### src/rtl/pipeline_ctrl.sv
// rtl/pipeline_ctrl.sv - 5-stage pipeline interlock, forwarding and HLT sequencing controller
module pipeline_ctrl #(
  parameter int REG_AW       = 5,
  parameter int DRAIN_CYCLES = 3,
  parameter int CNT_W        = 16
) (
  input  logic              clk,
  input  logic              rst,
  input  logic [REG_AW-1:0] id_rs1,
  input  logic [REG_AW-1:0] id_rs2,
  input  logic              id_need_rs1,
  input  logic              id_need_rs2,
  input  logic              id_halt,
  input  logic [REG_AW-1:0] ex_rd,
  input  logic              ex_reg_we,
  input  logic              ex_is_load,
  input  logic              ex_take,
  input  logic [REG_AW-1:0] ma_rd,
  input  logic              ma_reg_we,
  input  logic              mem_busy,
  output logic              pc_we,
  output logic              if_id_we,
  output logic              if_id_flush,
  output logic              id_ex_we,
  output logic              id_ex_flush,
  output logic              ex_ma_we,
  output logic              ma_wb_we,
  output logic [1:0]        fwd_a,
  output logic [1:0]        fwd_b,
  output logic              halted,
  output logic [CNT_W-1:0]  stall_cnt
);

  localparam int DRAIN_W = (DRAIN_CYCLES < 2) ? 1 : $clog2(DRAIN_CYCLES + 1);

  typedef enum logic [1:0] {
    S_RUN    = 2'd0,
    S_DRAIN  = 2'd1,
    S_HALTED = 2'd2
  } state_t;

  state_t             state_q, state_d;
  logic [DRAIN_W-1:0] drain_q, drain_d;
  logic [CNT_W-1:0]   stall_q, stall_d;

  logic ex_hit_a, ex_hit_b, ma_hit_a, ma_hit_b, lu;
  logic [1:0] fwd_a_raw, fwd_b_raw;

  // A load result is not available in EX, so it never forwards from there.
  assign ex_hit_a = id_need_rs1 && ex_reg_we && (ex_rd == id_rs1);
  assign ex_hit_b = id_need_rs2 && ex_reg_we && (ex_rd == id_rs2);
  assign ma_hit_a = id_need_rs1 && ma_reg_we && (ma_rd == id_rs1);
  assign ma_hit_b = id_need_rs2 && ma_reg_we && (ma_rd == id_rs2);
  assign lu       = (ex_hit_a || ex_hit_b) && ex_is_load;

  assign fwd_a_raw = (ex_hit_a && !ex_is_load) ? 2'b01 : (ma_hit_a ? 2'b10 : 2'b00);
  assign fwd_b_raw = (ex_hit_b && !ex_is_load) ? 2'b01 : (ma_hit_b ? 2'b10 : 2'b00);

  assign stall_cnt = stall_q;

  always_comb begin
    state_d     = state_q;
    drain_d     = drain_q;
    stall_d     = stall_q;
    pc_we       = 1'b1;
    if_id_we    = 1'b1;
    if_id_flush = 1'b0;
    id_ex_we    = 1'b1;
    id_ex_flush = 1'b0;
    ex_ma_we    = 1'b1;
    ma_wb_we    = 1'b1;
    fwd_a       = fwd_a_raw;
    fwd_b       = fwd_b_raw;
    halted      = 1'b0;

    if (rst) begin
      state_d     = S_RUN;
      drain_d     = '0;
      stall_d     = '0;
      pc_we       = 1'b0;
      if_id_we    = 1'b0;
      id_ex_we    = 1'b0;
      ex_ma_we    = 1'b0;
      ma_wb_we    = 1'b0;
      if_id_flush = 1'b1;
      id_ex_flush = 1'b1;
      fwd_a       = 2'b00;
      fwd_b       = 2'b00;
    end else if (state_q == S_HALTED) begin
      pc_we    = 1'b0;
      if_id_we = 1'b0;
      id_ex_we = 1'b0;
      ex_ma_we = 1'b0;
      ma_wb_we = 1'b0;
      halted   = 1'b1;
    end else if (mem_busy) begin
      // Whole pipe freezes; a pending redirect is serviced when memory frees up.
      pc_we    = 1'b0;
      if_id_we = 1'b0;
      id_ex_we = 1'b0;
      ex_ma_we = 1'b0;
      ma_wb_we = 1'b0;
    end else if (state_q == S_DRAIN) begin
      pc_we       = 1'b0;
      if_id_we    = 1'b0;
      id_ex_flush = 1'b1;
      drain_d     = drain_q - DRAIN_W'(1);
      if (drain_q <= DRAIN_W'(1)) begin
        state_d = S_HALTED;
      end
    end else if (ex_take) begin
      if_id_flush = 1'b1;
      id_ex_flush = 1'b1;
    end else if (id_halt) begin
      pc_we       = 1'b0;
      if_id_we    = 1'b0;
      id_ex_flush = 1'b1;
      state_d     = S_DRAIN;
      drain_d     = DRAIN_W'(DRAIN_CYCLES);
    end else if (lu) begin
      pc_we       = 1'b0;
      if_id_we    = 1'b0;
      id_ex_flush = 1'b1;
      if (stall_q != {CNT_W{1'b1}}) begin
        stall_d = stall_q + CNT_W'(1);
      end
    end
  end

  always_ff @(posedge clk) begin
    state_q <= state_d;
    drain_q <= drain_d;
    stall_q <= stall_d;
  end

endmodule

### config.mk
export PLATFORM = sky130hd
export DESIGN_NAME = pipeline_ctrl
export DESIGN_NICKNAME = d
export VERILOG_FILES = /design/src/rtl/pipeline_ctrl.sv
export SDC_FILE = /design/constraint.sdc
export NUM_CORES = 1
export LEC_CHECK = 0
export ABC_AREA = 1
export BUFFER_PORTS_ARGS = -buffer_cell sky130_fd_sc_hd__buf_2
export CORE_MARGIN = 1
export CORE_UTILIZATION = 50
export DETAILED_ROUTE_END_ITERATION = 16
export PLACE_DENSITY_LB_ADDON = 0.15
export SYNTH_ARGS = -nofsm -noshare
export SYNTH_HDL_FRONTEND = slang
export SYNTH_SLANG_ARGS = --single-unit
### constraint.sdc
create_clock -name clk -period 1.9 [get_ports clk]
set_input_delay 0.38 -clock clk [delete_from_list [all_inputs] [get_ports clk]]
set_output_delay 0.38 -clock clk [all_outputs]
set_load 0.05 [all_outputs]
==> metrics.md, run 1 <==
| Metric | Value |
|---|---|
| WHS | 0.404 ns |
| Pwr Density | 431 nW/um^2 |
| Power share of the clock group | 26.1% |
| Worst path slowest cell | buf_6 |
| Final hold vios | 0 |
| Root Buffer | clkbuf_4 |
| WL final | 4060 um |
| Combinational share of power | 28.7% |
| Die Height | 58.5 um |
| Simple logic cell fraction of the synthesized area | 46.9% |
| Hold/Removal Path Class | in -> reg |
| Net Count, Synth | 310 |
| Leakage | 0.00119 uW |
| Leading cell type in the layout, fill and taps excluded | nand2_1 |
| ANT cells | 0 |
| Pwr Total | 951 uW |
| TNS Setup | 0 ns |
| DR vias | 1889 |
| Hold EP | state_q[1] |
| R2r startpoint | stall_cnt[0] |
| Max capacitance violation total | 0 |
| Die width | 58.5 um |
| Final setup fails | 0 |
| Sw frac | 32.3% |
| Status | complete, no violations |
| Number of remaining DRC errors | 0 |
| Clk buf depth | 2 |
| Share of the yosys chip area belonging to registers | 25.1% |
| Slowest stage delay, CP | 0.18 ns |
| Critical path arrival | 1.45 ns |
| TritonCTS buffer count | 3 |
| Tcrit/Tclk final | 96.5% |
| Worst-path clk slew | 0.11 ns |
| Reg2Reg Capture Point | stall_cnt[12] |
| CTS Sinks | 20 |
| Synth Area in Adders | 1.57% |
| Cell count after synthesis | 278 |
| Synth Area in Compound Gates | 9.65% |
| Routability cong. | 0.784 |
| Max_slew headroom | 79.2% |
| Placed cells | 381 |
| VDD IR max | 0.253 mV |
| Antenna violations before repair | 0 |
| Layout Nets | 380 |
| Initial core utilization | 52.7% |
| Worst reg2reg setup slack | 0.18 ns |
| Synth Area in XOR/XNOR | 2.20% |
| Rows | 20 |
| P_sw | 307 uW |
| Mux share of post-synthesis cell area | 0% |
| Layout cells sized above 1 | 35.7% |
| Iter 0 DRT Violations | 104 |
| GRT overflow | 0 |
| P&R area growth vs syn | 38.1% |
| WL/cell | 10.4 um |
| Max Freq | 545 MHz |
| First-pass GRT wire length | 6630 um |
| Sequential power share | 45.2% |
| Pre-Repair DR Iteration Count | 4 |
| Critical path endpoint category | output pin |
| Synth Register Bits | 20 |
| Hold_sp | rst |
| Tmin final | 1.83 ns |
| Core area | 3030 sq um |
| Tot GR Track Use | 24.3% |
| Syn Area/Cell | 5.74 sq um |
| Hold Crit Depth | 3 |
| Cell Chain, Critical Path | buf_4 -> inv_2 -> nand2_1 -> nand2_1 -> nor2_2 -> nand3_2 -> nand2_4 -> nand2_4 -> nand2_2 -> buf_6 -> a21boi_4 -> buf_6 |
| Io pins | 58 |
| Measured slew at the worst slew-check pin | 0.312 ns |
| Peak fanout along the critical path | 3 |
| Finished Layout Cells | 391 |
| I/O Buffers | 57 |
| Critical Path RT | 1.52 ns |
| Post-CTS Hold Buffers | 0 |
| Largest family of logic cells by synthesized area | simple AND/OR/NAND/NOR gates |
| Clk_lat worst skew | 0.30 ns |
| RSZ-0062 raised after global routing | yes |
| Cell area after synthesis | 1600 sq um |
| Worst R2R Path Depth | 12 |
| Synth warnings | 0 |
| Clock H-tree levels | 1 |
| CP Launch Type | input pin |
| Internal power | 643 uW |
| Via density | 4.83 |
| Number of global-route vias before repair | 1658 |
| CTS tree | done |
| Largest net degree at the start of global routing | 21 |
| Final Max Tran Viols | 0 |
| Netlist cell types | 27 |
| HPWL after DPL | 3000 um |
| Routed Antenna Nets | 0 |
| Setup Crit Path Kind | in -> out |
| Most frequent cells in the layout | 75 x nand2_1, 48 x buf_2, 47 x nor2_1, 34 x inv_1, 18 x nand3_1 |
| Die area | 3420 sq um |
| Post-Route Skew | 0.00655 ns |
-- critical path, delay by kind of cell --
family | cells | cell delay, ns
buf+inv | 4 | 0.46
compound gates | 1 | 0.17
simple gates | 7 | 0.43
-- cell families (layout without fill, tap and decap cells) --
| family | count (synthesis) | after routing |
|---|---|---|
| adders and majority gates | 2 | 2 |
| DFF | 20 | 20 |
| AOI/OAI and AO/OA | 25 | 25 |
| and+or+nand+nor | 172 | 172 |
| xor gates and xnor gates | 4 | 4 |
| buffers and inverters | 55 | 124 |
-- worst max-delay path by stage --
stage	startpoint	slack, ns	endpoint	cells after the start
after floorplan	state_q[0]	-0.1	pc_we	6
after global placement	id_rs1[2]	0.005	pc_we	12
after detailed placement	ma_rd[4]	-0.03	fwd_a[1]	8
after CTS	state_q[1]	0.01	pc_we	8
after global routing	ma_rd[4]	-0.03	fwd_a[1]	8
final	id_rs1[2]	0.07	pc_we	12
-- metrics by stage --
| stage | util [%] | cell area, sq um | setup slack (ns) |
|---|---|---|---|
| 3_5_place_dp | 66.4 | 2010 | -0.0304 |
| 3_3_place_gp | 66.4 | 2010 | 0.00469 |
| 5_1_grt | 72.8 | 2200 | -0.0300 |
| 6_report | 72.8 | 2200 | 0.0662 |
| 4_1_cts | 68.4 | 2070 | 0.0147 |
| 2_1_floorplan | - | 1660 | -0.0993 |
-- sequential cells by signal, indices dropped and copies added (netlist names) --
name and flops:
state_q 2, drain_q 2, stall_cnt 16
-- cell usage after synthesis, drive strengths merged --
cell type / count / area [sq um]
a211oi: 1 / 7.51
a21boi: 1 / 7.51
a21oi: 10 / 61.3
a221oi: 2 / 17.5
buf: 5 / 45.0
clkbuf: 2 / 7.51
dfxtp: 20 / 400
ha: 2 / 25.0
inv: 48 / 180
nand2: 84 / 335
nand3: 20 / 110
nand4: 4 / 31.3
nor2: 57 / 234
nor3: 5 / 25.0
nor4: 2 / 12.5
o21ai: 7 / 35.0
o22ai: 4 / 25.0
xor2: 4 / 35.0
-- power by group through the flow --
stage	Combinational, uW	Clock [uW]	Sequential, uW
floorplan	156	0	439
global placement	229	0	438
detailed placement	233	0	439
CTS	240	255	429
global route	298	270	431
finish	273	248	430
-- routing by layer --
layer / global-route usage [%] / routed length (um) / vias to the layer above
li1: - / - / 999
met1: 29.1 / 1710 / 836
met2: 45.5 / 2150 / 47
met3: 1.76 / 124 / 7
met4: 8.16 / 71 / 0
met5: 0 / 0 / -
-- cell type report --
type / count / area (sq um)
inverters: 48 / 183
repair buffers: 72 / 452
multi-input cells: 203 / 1070
flip-flops and latches: 20 / 407
fillers: 270 / 825
well taps: 44 / 55.1
clock buffers: 4 / 36.3
-- what timing repair did --
action                                  in CTS  in global routing
pin swaps                                    0                 15
buffers inserted                             0                  6
gates resized for setup                      8                 39
endpoints found under the setup margin       4                 16
hold endpoints to repair                     0                  0
(Power assumes the default switching activity.)
==> run 2: changes to the inputs <==
GPL_ROUTABILITY_DRIVEN = 0   (was default)
PLACE_DENSITY = 0.83   (was default)
PLACE_DENSITY_LB_ADDON = default   (was 0.15)
==> run 2 against run 1 <==
Cell count decreased by 0.51%. Critical path depth stayed put. Routed wire length shrank 3.9%. Cell area fell by 2.7%. Critical path type unchanged. Largest power group unchanged.
==> metrics.md, run 2 (synthesis results as in run 1) <==
| Metric | Value |
|---|---|
| Status | complete, no violations (unchanged) |
| Die width | 58.5 um (unchanged) |
| Critical Path RT | 1.52 ns (about the same) |
| Finished Cell Area | 2140 sq um (was 2200 sq um) |
| CTS Sinks | 20 (unchanged) |
| Tot GR Track Use | 24.0% (was 24.3%) |
| Pre-Repair DR Iteration Count | 4 (unchanged) |
| Pwr Total | 897 uW (was 951 uW) |
| Max_slew headroom | 77.7% (was 79.2%) |
| DR vias | 1865 (was 1889) |
| Critical path endpoint category | output pin (unchanged) |
| CP Launch Type | input pin (unchanged) |
| Hold Crit Depth | 3 (unchanged) |
| WL/cell | 10.0 um (was 10.4 um) |
| Most frequent cells in the layout | 75 x nand2_1, 51 x buf_2, 49 x nor2_1, 35 x inv_1, 18 x nand3_1 (was 75 x nand2_1, 48 x buf_2, 47 x nor2_1, 34 x inv_1, 18 x nand3_1) |
| Die area | 3420 sq um (unchanged) |
| Iter 0 DRT Violations | 119 (was 104) |
| Post-Route Skew | 0.00991 ns (was 0.00655 ns) |
| Worst-path clk slew | 0.11 ns (about the same) |
| Hold/Removal Path Class | in -> reg (unchanged) |
| Max capacitance violation total | 0 (unchanged) |
| Die Height | 58.5 um (unchanged) |
| Clk buf depth | 2 (unchanged) |
| Critical path arrival | 1.45 ns (about the same) |
| Root Buffer | clkbuf_4 (unchanged) |
| Leading cell type in the layout, fill and taps excluded | nand2_1 (unchanged) |
| Layout cells sized above 1 | 34.2% (was 35.7%) |
| Rows | 20 (unchanged) |
| Via density | 4.79 (was 4.83) |
| Cell mode on critical path | nand2_1 |
| Hold_sp | rst (unchanged) |
| Post-CTS Hold Buffers | 0 (unchanged) |
| Largest net degree at the start of global routing | 21 (unchanged) |
| ANT cells | 0 (unchanged) |
| Routed Antenna Nets | 0 (unchanged) |
| TNS Setup | 0 ns (unchanged) |
| I/O Buffers | 57 (unchanged) |
| Hold EP | state_q[1] (unchanged) |
| Final setup fails | 0 (unchanged) |
| Initial core utilization | 52.7% (unchanged) |
| TritonCTS buffer count | 3 (unchanged) |
| Reg2Reg Capture Point | stall_cnt[0] (was stall_cnt[12]) |
| Peak fanout along the critical path | 4 (was 3) |
| Number of global-route vias before repair | 1657 (was 1658) |
| Antenna violations before repair | 0 (unchanged) |
| Placed cells | 384 (was 381) |
| Layout Nets | 379 (was 380) |
| RSZ-0062 raised after global routing | yes (unchanged) |
| Final hold vios | 0 (unchanged) |
| Clock H-tree levels | 1 (unchanged) |
| Measured slew at the worst slew-check pin | 0.333 ns (was 0.312 ns) |
| Final Max Tran Viols | 0 (unchanged) |
| HPWL after DPL | 2950 um (was 3000 um) |
| CTS tree | done (unchanged) |
| Cell Chain, Critical Path | buf_2 -> inv_1 -> nand2_1 -> nand2_1 -> nor2_1 -> nand3_2 -> nand2_4 -> nand2_4 -> nand2_2 -> o21ai_0 -> nand2_1 -> buf_6 (was buf_4 -> inv_2 -> nand2_1 -> nand2_1 -> nor2_2 -> nand3_2 -> nand2_4 -> nand2_4 -> nand2_2 -> buf_6 -> a21boi_4 -> buf_6) |
| Max Freq | 545 MHz (about the same) |
| Worst reg2reg setup slack | 0.20 ns (was 0.18 ns) |
| First-pass GRT wire length | 6490 um (was 6630 um) |
| Leakage | 0.00116 uW (was 0.00119 uW) |
| Max FFs per register | 16 (unchanged) |
| Finished Layout Cells | 389 (was 391) |
| Slowest stage delay, CP | 0.16 ns (was 0.18 ns) |
| Tcrit/Tclk final | 96.6% (was 96.5%) |
| Io pins | 58 (unchanged) |
| Clk_lat worst skew | 0.31 ns (was 0.30 ns) |
| R2r startpoint | stall_cnt[0] (unchanged) |
| VDD IR max | 0.207 mV (was 0.253 mV) |
| Setup Crit Path Kind | in -> out (unchanged) |
| P&R area growth vs syn | 34.4% (was 38.1%) |
| WL final | 3900 um (was 4060 um) |
| Core area | 3030 sq um (unchanged) |
| Worst path slowest cell | buf_6 (unchanged) |
| Worst R2R Path Depth | 12 (unchanged) |
| GRT overflow | 0 (unchanged) |
| Dpl cell area | 2030 sq um (was 2010 sq um) |
| Pwr Density | 418 nW/um^2 (was 431 nW/um^2) |
| Number of remaining DRC errors | 0 (unchanged) |
| Tmin final | 1.83 ns (about the same) |
run 2: per-layer routing:
layer	part of all wire [%]	global-route usage, %
met5	0	0
met4	2.0	11.6
met3	4.7	1.98
met2	50	43.5
met1	44	28.5
run 2: worst max-delay path, delay by kind of cell:
family                 cells  cell delay (ns)
and+or+nand+nor            8             0.70
buffers and inverters      3             0.32
AOI/OAI and AO/OA          1             0.08
run 2: worst max path at each step:
stage	cells past startpoint	slack (ns)	to	from
final	12	0.07	id_ex_flush	id_rs1[4]
after global routing	12	-0.03	stall_cnt[1]	stall_cnt[0]
after CTS	8	0.005	pc_we	state_q[1]
after detailed placement	12	-0.008	pc_we	ex_rd[1]
after global placement	10	-0.01	fwd_a[1]	id_rs1[3]
after floorplan	6	-0.1	pc_we	state_q[0]
run 2: per-stage QoR:
stage | util [%] | hold WS (ns) | setup slack, ns
floorplan | - | 0.448 | -0.0993
global placement | 67.1 | 0.466 | -0.0115
detailed placement | 67.1 | 0.476 | -0.00838
CTS | 68.3 | 0.423 | 0.00520
global route | 70.8 | 0.425 | -0.0292
finish | 70.8 | 0.414 | 0.0651
run 2: cell type report:
cell class / count / area [sq um]
well taps: 44 / 55.1
inverters: 48 / 180
flip-flops and latches: 20 / 407
fillers: 269 / 883
multi-input cells: 203 / 1060
clock buffers: 3 / 22.5
repair buffers: 71 / 420
run 2: timing repair:
| item | 4_1_cts | 5_1_grt |
|---|---|---|
| gates resized for setup | 5 | 34 |
| pin swaps | 0 | 9 |
| buffers inserted | 0 | 3 |
| setup endpoints to repair | 2 | 12 |
run 2: power by group:
group          internal, uW  leakage (uW)  total, uW  switching [uW]
Combinational          95.9      0.000987        262             166
Clock                  74.2     0.0000138        205             131
Sequential              425      0.000163        430            4.80
Total                   595       0.00116        897             302
